===== src/rtl/shared_alu_arbiter.sv =====
// Round-robin arbiter/sequencer time-sharing one external Add and one MultComb
// among NREQ requesters; one operation in flight, results returned with requester id.
module shared_alu_arbiter #(
  parameter int NREQ  = 4,
  parameter int WIDTH = 32,
  localparam int IDW  = $clog2(NREQ)
) (
  input  logic                  clk,
  input  logic                  reset,
  input  logic [NREQ-1:0]       req_valid,
  output logic [NREQ-1:0]       req_ready,
  input  logic [NREQ-1:0]       req_op,
  input  logic [NREQ*WIDTH-1:0] req_left,
  input  logic [NREQ*WIDTH-1:0] req_right,
  output logic                  alu_go,
  output logic [WIDTH-1:0]      alu_left,
  output logic [WIDTH-1:0]      alu_right,
  input  logic [WIDTH-1:0]      alu_add_out,
  input  logic [WIDTH-1:0]      alu_mul_out,
  output logic                  resp_valid,
  input  logic                  resp_ready,
  output logic [IDW-1:0]        resp_id,
  output logic [WIDTH-1:0]      resp_data
);

  typedef enum logic [1:0] {IDLE, EXEC, RESP} state_t;

  state_t         state, state_n;
  logic [IDW-1:0] ptr;
  logic [IDW-1:0] id_q;
  logic           op_q;
  logic           found;
  logic [IDW-1:0] grant;
  logic [IDW-1:0] cand;
  logic [IDW-1:0] next_ptr;

  // Search starts at ptr and wraps; first valid requester wins.
  always_comb begin
    found = 1'b0;
    grant = '0;
    cand  = '0;
    for (int k = 0; k < NREQ; k++) begin
      cand = IDW'((int'(ptr) + k) % NREQ);
      if (!found && req_valid[cand]) begin
        found = 1'b1;
        grant = cand;
      end
    end
  end

  assign next_ptr = (grant == IDW'(NREQ - 1)) ? '0 : grant + 1'b1;

  always_ff @(posedge clk or posedge reset) begin
    if (reset) state <= IDLE;
    else       state <= state_n;
  end

  always_comb begin
    state_n   = state;
    req_ready = '0;
    alu_go    = 1'b0;
    case (state)
      IDLE: begin
        if (found && !reset) begin
          req_ready = NREQ'(1) << grant;
          state_n   = EXEC;
        end
      end
      EXEC: begin
        alu_go  = !reset;
        state_n = RESP;
      end
      RESP: begin
        if (resp_ready) state_n = IDLE;
      end
      default: state_n = IDLE;
    endcase
  end

  always_ff @(posedge clk or posedge reset) begin
    if (reset) begin
      ptr        <= '0;
      id_q       <= '0;
      op_q       <= 1'b0;
      alu_left   <= '0;
      alu_right  <= '0;
      resp_valid <= 1'b0;
      resp_id    <= '0;
      resp_data  <= '0;
    end else begin
      case (state)
        IDLE: begin
          if (found) begin
            op_q      <= req_op[grant];
            id_q      <= grant;
            alu_left  <= req_left[grant*WIDTH +: WIDTH];
            alu_right <= req_right[grant*WIDTH +: WIDTH];
            ptr       <= next_ptr;
          end
        end
        EXEC: begin
          resp_data  <= op_q ? alu_mul_out : alu_add_out;
          resp_id    <= id_q;
          resp_valid <= 1'b1;
        end
        RESP: begin
          if (resp_ready) resp_valid <= 1'b0;
        end
        default: ;
      endcase
    end
  end

endmodule


===== config.mk =====
export PLATFORM = sky130hd
export DESIGN_NAME = shared_alu_arbiter
export DESIGN_NICKNAME = d
export VERILOG_FILES = /design/src/rtl/shared_alu_arbiter.sv
export SDC_FILE = /design/constraint.sdc
export NUM_CORES = 1
export LEC_CHECK = 0
export CORE_AREA = 2 2 169 171
export DETAILED_ROUTE_END_ITERATION = 8
export DIE_AREA = 0 0 171 173
export DONT_BUFFER_PORTS = 1
export PLACE_DENSITY = 0.34
export REMOVE_ABC_BUFFERS = 1
export SKIP_CTS_REPAIR_TIMING = 1
export SLEW_MARGIN = 20
export SYNTH_ARGS = -nofsm -noshare
export SYNTH_HDL_FRONTEND = slang
export SYNTH_SLANG_ARGS = --single-unit

===== constraint.sdc =====
create_clock -name clk -period 3.3 [get_ports clk]
set_input_delay 0.165 -clock clk [delete_from_list [all_inputs] [get_ports clk]]
set_output_delay 0.165 -clock clk [all_outputs]
set_load 0.05 [all_outputs]

=== Yosys cells after proc, flatten, opt, wreduce, memory -nomap -nowiden ===
Cells that the tools add are included.

* Bits of input ports: 331
* Word-level logic and storage cells: 67
* Output and inout port bits: 104
* Flip-flop bits (word level): 106

* $add $sub $neg: 4
* Shift-type cells: 3
* Muxes and demuxes: 28
* $lt $le $gt $ge: 5
* Equal/unequal tests: 5
* Reductions and logical operators: 13

{| class="wikitable"
|+ Operator list
! operator !! count
|-
| indexed part select 128 x 8 -> 32 bit || 2
|-
| 2-to-1 mux 32 bit || 1
|-
| < comparator 2 x 3 -> 1 bit (second input constant) || 5
|-
| 2-to-1 mux 2 bit || 7
|-
| 2-to-1 mux 1 bit || 11
|-
| binary-select mux 1 bit (select 2 bit) || 5
|-
| 2-to-1 mux 4 bit || 2
|-
| one-hot mux 2 bit (3 select lines) || 1
|-
| AND reduction 2 bit || 3
|-
| adder 2 x 1 -> 2 bit (second input constant) || 2
|-
| adder 2 bit (second input constant) || 2
|-
| == test 2 bit (second input constant) || 2
|-
| logical AND 1 bit || 4
|-
| logical NOT 1 bit || 4
|-
| inequality test 2 bit (second input constant) || 2
|-
| << shifter 1 x 2 -> 4 bit (first input constant) || 1
|-
| == test 2 x 1 -> 1 bit (second input constant) || 1
|-
| logical NOT 2 bit || 1
|-
| one-hot mux 1 bit (2 select lines) || 1
|-
| nonzero test 2 bit || 1
|}

=== Depth between registers and ports, before layout ===
Gate-level depths: netlist of the first run.

* Word-level depth: 15
* Mapped depth: 9
* Gate-level depth less buffers: 6

=== Least setup slack after synthesis of the first run ===
No wires, ideal clock.

* Kind: input-to-output
* Start: in reset
* End: out req_ready[0]
* Stages: 2
* Data required time: 3135 ps
* Buffers on the path: 0
* Path slack: 1 ps
* Arrival: 3134 ps
* Cells stage by stage: inv_1 and3_1

* Longest elaborated chain between the ends: 4

{| class="wikitable"
|+ RTL lines
! item !! line !! text
|-
| start: declaration || 9 || <nowiki>input logic reset,</nowiki>
|-
| logical NOT 1 bit (no line) || n/a ||
|-
| logical AND 1 bit || 64 || <nowiki>if (found && !reset) begin</nowiki>
|-
| 2-to-1 mux 4 bit || 64 ||
|-
| 2-to-1 mux 4 bit || 62 || <nowiki>case (state)</nowiki>
|-
| end: declaration || 11 || <nowiki>output logic [NREQ-1:0] req_ready,</nowiki>
|}

No other way between the ends.

=== Worst setup path in the final report of the first run ===
* Start: reg ptr[1]
* End: out req_ready[3]

* Longest elaborated chain between the ends: 15
* Elaborated cells on any way between the ends: 29
* Those cells by class: add/sub (3); shift (1); mux (18); reduce/logical (7)

{| class="wikitable"
|+ RTL lines
! item !! line !! text
|-
| start: declaration || 29 || <nowiki>logic [IDW-1:0] ptr;</nowiki>
|-
| start signal: assignment || 98 || <nowiki>ptr <= next_ptr;</nowiki>
|-
| branches (longest 13 deep; another with adder 2 x 1 -> 2 bit) || n/a ||
|-
| 2-to-1 mux 4 bit * || 64 ||
|-
| 2-to-1 mux 4 bit * || 62 ||
|}

Every way passes the cells marked *. The select of a mux whose other input is x is not followed.

==> results of run 1 <==
sequential cells by signal, indices dropped and copies added (netlist names):
name        cells
alu_left       32
alu_right      32
resp_data      32
id_q            2
ptr             2
resp_id         2
state           2
op_q            1
resp_valid      1
cells by family after synthesis:
kind of cell,count (synthesis),share of synthesized area
mux,100,0.168
fa+ha+maj,1,0.00209
flops,106,0.443
simple gates,126,0.0836
compound gates,179,0.252
buf+inv,58,0.0522
cell usage in the layout (no fill, tap or decap), types with 3 or more instances in the layout:
master,Yosys,layout
clkbuf_16,0,9
a221oi_1,26,26
dfrtp_1,106,105
mux2i_1,98,98
a221oi_2,39,39
buf_12,0,3
nor2_1,71,71
o22ai_1,66,66
buf_4,2,12
and3_1,3,3
dlygate4sd3_1,0,3
diode_2,0,3
o21ai_0,34,34
nand2_1,45,44
a21oi_1,5,5
per-layer routing:
layer / vias up / track usage / part of all wire
met3: 20 / 0.0526 / 0.099
met1: 2289 / 0.154 / 0.35
li1: 2115 / - / -
met4: 0 / 0.0491 / 0.014
met5: - / 0 / 0
met2: 309 / 0.279 / 0.54
report_power, final:
group,internal (mW),switching (mW),leakage (nW),total (mW)
registers,1.93,2.85,1.25,4.79
clock network,0.558,0.517,0.132,1.07
logic,1.29,1.77,1.40,3.06
total,3.78,5.14,2.78,8.92
critical path, cell delays in order (launching register included):
cell	delay (ns)
dfrtp_1	0.53
mux2i_1	0.23
o22ai_1	0.15
nor2_4	0.53
ha_1	0.24
and3_1	0.48
stage by stage:
stage          TNS [ns]  utilization
6_report              0        0.241
5_1_grt               0        0.241
4_1_cts               0        0.240
3_5_place_dp          0        0.230
3_3_place_gp          0        0.230
2_1_floorplan    -37.84            -
area by class of cell:
| class | instances | area (um^2) |
|---|---|---|
| Inverter | 3 | 13.8 |
| Sequential cell | 106 | 2650 |
| Fill cell | 2995 | 21000 |
| Clock inverter | 3 | 23.8 |
| Clock buffer | 13 | 260 |
| Tap cell | 378 | 473 |
| Timing Repair Buffer | 18 | 180 |
| Antenna cell | 3 | 7.51 |
| Multi-Input combinational cell | 406 | 3060 |
how the worst max path moves through the flow:
| stage | to | depth (start not counted) | from |
|---|---|---|---|
| 6_report | req_ready[3] | 5 | ptr[1]$_DFFE_PP0P_ |
| 5_1_grt | req_ready[3] | 5 | ptr[1]$_DFFE_PP0P_ |
| 4_1_cts | req_ready[3] | 5 | ptr[1]$_DFFE_PP0P_ |
| 3_5_place_dp | alu_right[26]$_DFFE_PP0P_ | 5 | ptr[1]$_DFFE_PP0P_ |
| 3_3_place_gp | alu_right[26]$_DFFE_PP0P_ | 5 | ptr[0]$_DFFE_PP0P_ |
| 2_1_floorplan | req_ready[3] | 5 | ptr[1]$_DFFE_PP0P_ |
==> flow_metrics.tcl, run 1 <==
set metrics [dict create \
    gp_congestion 0.724 \
    root_buffer "clkbuf_16" \
    hold_ws_ns 0.0116 \
    ys_types 30 \
    grt_pass1_wl_um 32800 \
    drt_iter0_markers 208 \
    yosysSeqAreaShare 0.443 \
    design_area_mm2 0.00667 \
    critPathRequiredTime_ns 3.13 \
    nets 876 \
    area_growth_pct 11.4 \
    cts_buffers 9 \
    row_count 61 \
    die_w_um 171 \
    grt_usage 0.150 \
    place_area_mm2 0.00635 \
    wl_per_cell_um 24.8 \
    ir_drop_uv 357 \
    max-slew-margin-rel 0.407 \
    fmax_ghz 0.375 \
    clockBufferDepth 2 \
    drive_above_1_share 0.146 \
    dp_hpwl_um 17200 \
    post-route-period-util 0.808 \
    finalSetupViolCount 0 \
    fin_crit_ns 2.66 \
    ant_nets 0 \
    min_path_type "primary input to register" \
    crit_type "register to primary output" \
    holdCritStartpoint "alu_add_out[1]" \
    pre_cts_slack_ns 0.842 \
    yosys-top-cells-count "dfrtp_1, mux2i_1, nor2_1, o22ai_1, nand2_1" \
    dr.pass1.iters 4 \
    routed_wl_um 23100 \
    syn_area_per_cell_um2 10.5 \
    ys.flop_type "dfrtp_1" \
    vias 4733 \
    ys_warn_count 0 \
    clk_latency_ns 0.35 \
    synth_edf_count 0 \
    syn_area_mm2 0.00599 \
    fin_cells 930 \
    cts.sinks 106 \
    r2r_end "alu_right[26]$_DFFE_PP0P_" \
    synth_area_leaders "dfrtp_1, mux2i_1, a221oi_2, o22ai_1, nor2_1" \
    grt-ovfl-total 0 \
    cts.clk_slew.worst_paths_ns 0.08 \
    die_area_mm2 0.0296 \
    finalHoldViolCount 0 \
    vias_per_cell 5.09 \
    ys_async_sr_fraction 1.00 \
    die_h_um 173 \
    yosysMostFrequentCell "dfrtp_1" \
    dp.cells 908 \
    drv_slew 0 \
    p_leak_nw 2.78 \
    skew_ns 0.0134 \
    fin_ws_ns 0.635 \
    power_mw 8.92 \
    yosysTopAreaCellShare 0.443 \
    worst-slew-pin-transition_ns 0.886 \
    drcViolationCount 0 \
    core_area_mm2 0.0276 \
    cp-end-kind "primary output" \
    syn_inst 570 \
    rsz0062_at_grt "no" \
    grt_max_degree 68 \
    start_util 0.217 \
    ioPinCount 435 \
    p_per_area_mw_per_mm2 1340 \
    crit_path_max_fanout 13 \
    r2r-start "ptr[1]$_DFFE_PP0P_" \
    worst_setup_path_start_kind "register" \
    htree_levels 3 \
    antenna_found_initial 3 \
    tritoncts "built" \
    reg2reg_slack_ns 0.94 \
    synth.ff_latch_count 106 \
    grt_pass1_vias 5030 \
    io_buffers 0 \
    ff2ff_path_depth 5 \
    min_to "resp_data[1]$_DFFE_PP0P_" \
    crit_arrival_ns 2.50 \
    hold_depth 2 \
    drv_cap 0 \
    synth_top_cell_by_area "dfrtp_1" \
    outcome "finished, final reports clean" \
]
No activity file was read; power rests on OpenSTA's default activity.
==> run 2: changes to the inputs <==
- PLACE_DENSITY: 0.34 -> 0.35
- clock period: 3.3 -> 2.45 ns (I/O delays scaled with it)
==> run 2 against run 1 <==
Effect of this change: count of clock-buffer cells in the layout decreased by 2; register-to-register slack worse by 0.83 ns; non-clock buffer count up 123; critical path depth unchanged; combinational power grew 48%; worst hold slack worse by 0.035 ns; cell area is 19% higher; the flow now finishes with violations (hold timing); first-iteration DRC count decreased by 3.8%; clock power increased by 34%.
==> flow_metrics.tcl, run 2 (synthesis gave the netlist of run 1 again) <==
set metrics [dict create \
    fillers 2915 \
    fin_cells 1052 \
    vias_per_cell 4.95 \
    root_buffer "clkbuf_16" \
    layout_commonest_cell "dlygate4sd3_1" \
    drcViolationCount 0 \
    area_growth_pct 32.9 \
    clk_latency_ns 0.36 \
    max-slew-margin-rel 0.390 \
    io_buffers 0 \
    fmax_ghz 0.427 \
    grt_pass1_vias 5202 \
    skew_ns 0.0153 \
    multiInputGateArea_mm2 0.00306 \
    nets 999 \
    start_util 0.217 \
    row_count 61 \
    routed_wl_um 22600 \
    core_area_mm2 0.0276 \
    worst-slew-pin-transition_ns 0.915 \
    wl_per_cell_um 21.4 \
    dp_hpwl_um 15900 \
    crit_arrival_ns 2.56 \
    drv_cap 0 \
    outcome "complete, but fails checks" \
    area.sequential_mm2 0.00266 \
    drv_slew 0 \
    drt_iter0_markers 200 \
    cts.clk_slew.worst_paths_ns 0.08 \
    die_h_um 173 \
    p_leak_nw 3.33 \
    post-route-period-util 0.955 \
    worst_setup_path_start_kind "register" \
    power_mw 12.4 \
    cp-end-kind "register" \
    die_area_mm2 0.0296 \
    fin_tns_setup_ns 0 \
    hold_ws_ns -0.0234 \
    drive_above_1_share 0.129 \
    grt-ovfl-total 0 \
    grt_max_degree 69 \
    fin_crit_ns 2.34 \
    finalHoldViolCount 30 \
    final_cell_mix "dlygate4sd3_1, dfrtp_1, mux2i_1" \
    p_per_area_mw_per_mm2 1560 \
    grt_pass1_wl_um 30900 \
    crit_type "register to register" \
    vias 5203 \
    crit_path_max_fanout 39 \
    tritoncts "built" \
    cts.sinks 106 \
    ant_nets 0 \
    finalSetupViolCount 0 \
    die_w_um 171 \
    dp.cells 914 \
    htree_levels 3 \
    cts_buffers 9 \
    design_area_mm2 0.00796 \
    ir_drop_uv 542 \
    clockBufferDepth 2 \
    gp_congestion 0.745 \
    dr.pass1.iters 4 \
    antenna_found_initial 3 \
    min_path_type "primary input to register" \
    critPathRequiredTime_ns 2.67 \
    place_area_mm2 0.00648 \
    grt_usage 0.137 \
    ioPinCount 435 \
    violations "hold timing" \
    reg_top3 "alu_left: 32 flops, alu_right: 32 flops, resp_data: 32 flops" \
]
==> run 2: per-stage QoR <==
step	setup slack (ns)	util
after floorplan	-1.76	-
after global routing	-0.00310	0.288
after global placement	0.477	0.235
after CTS	0.0341	0.244
after detailed placement	0.426	0.235
final	0.110	0.288
==> run 2: area by class of cell <==
class	instances	area share
multi-input cells	406	0.384
flip-flops and latches	106	0.333
repair buffers	141	0.186
well taps	378	0.0594
clock buffers	11	0.0292
clock inverters	5	0.00487
inverters	3	0.00173
diodes	2	0.000629
==> run 2: final timing paths <==
check | start | endpoint | slack, ns | cells past startpoint
worst min register to register | id_q[1]$_DFFE_PP0P_ | id_q[1]$_DFFE_PP0P_ | 0.48 | 2
worst min-delay path | req_left[108] | alu_left[12]$_DFFE_PP0P_ | -0.02 | 2
max in group asynchronous | reset | alu_right[1]$_DFFE_PP0P_ | 1.44 | 3
min in group asynchronous | reset | ptr[0]$_DFFE_PP0P_ | 0.26 | 2
worst max register to register | state[0]$_DFFE_PP0P_ | alu_left[16]$_DFFE_PP0P_ | 0.11 | 5
worst max-delay path | state[0]$_DFFE_PP0P_ | alu_left[16]$_DFFE_PP0P_ | 0.11 | 5
==> run 2: routing by layer <==
layer,part of all wire,GRT usage
met1,0.35,0.140
met2,0.53,0.258
met3,0.090,0.0465
met4,0.020,0.0459
met5,0.00053,0
==> run 2: critical path, cell delays in order, from the launching register on <==
cell and delay, ns:
dfrtp_1 0.48, a211o_4 0.54, buf_12 0.28, a221oi_2 0.18, dlygate4sd3_1 0.58, o22ai_1 0.07
==> run 2: power breakdown <==
group          internal, mW  switching (mW)
clock network         0.702           0.733
logic                  2.08            2.43
registers              2.60            3.84
total                  5.39            7.00
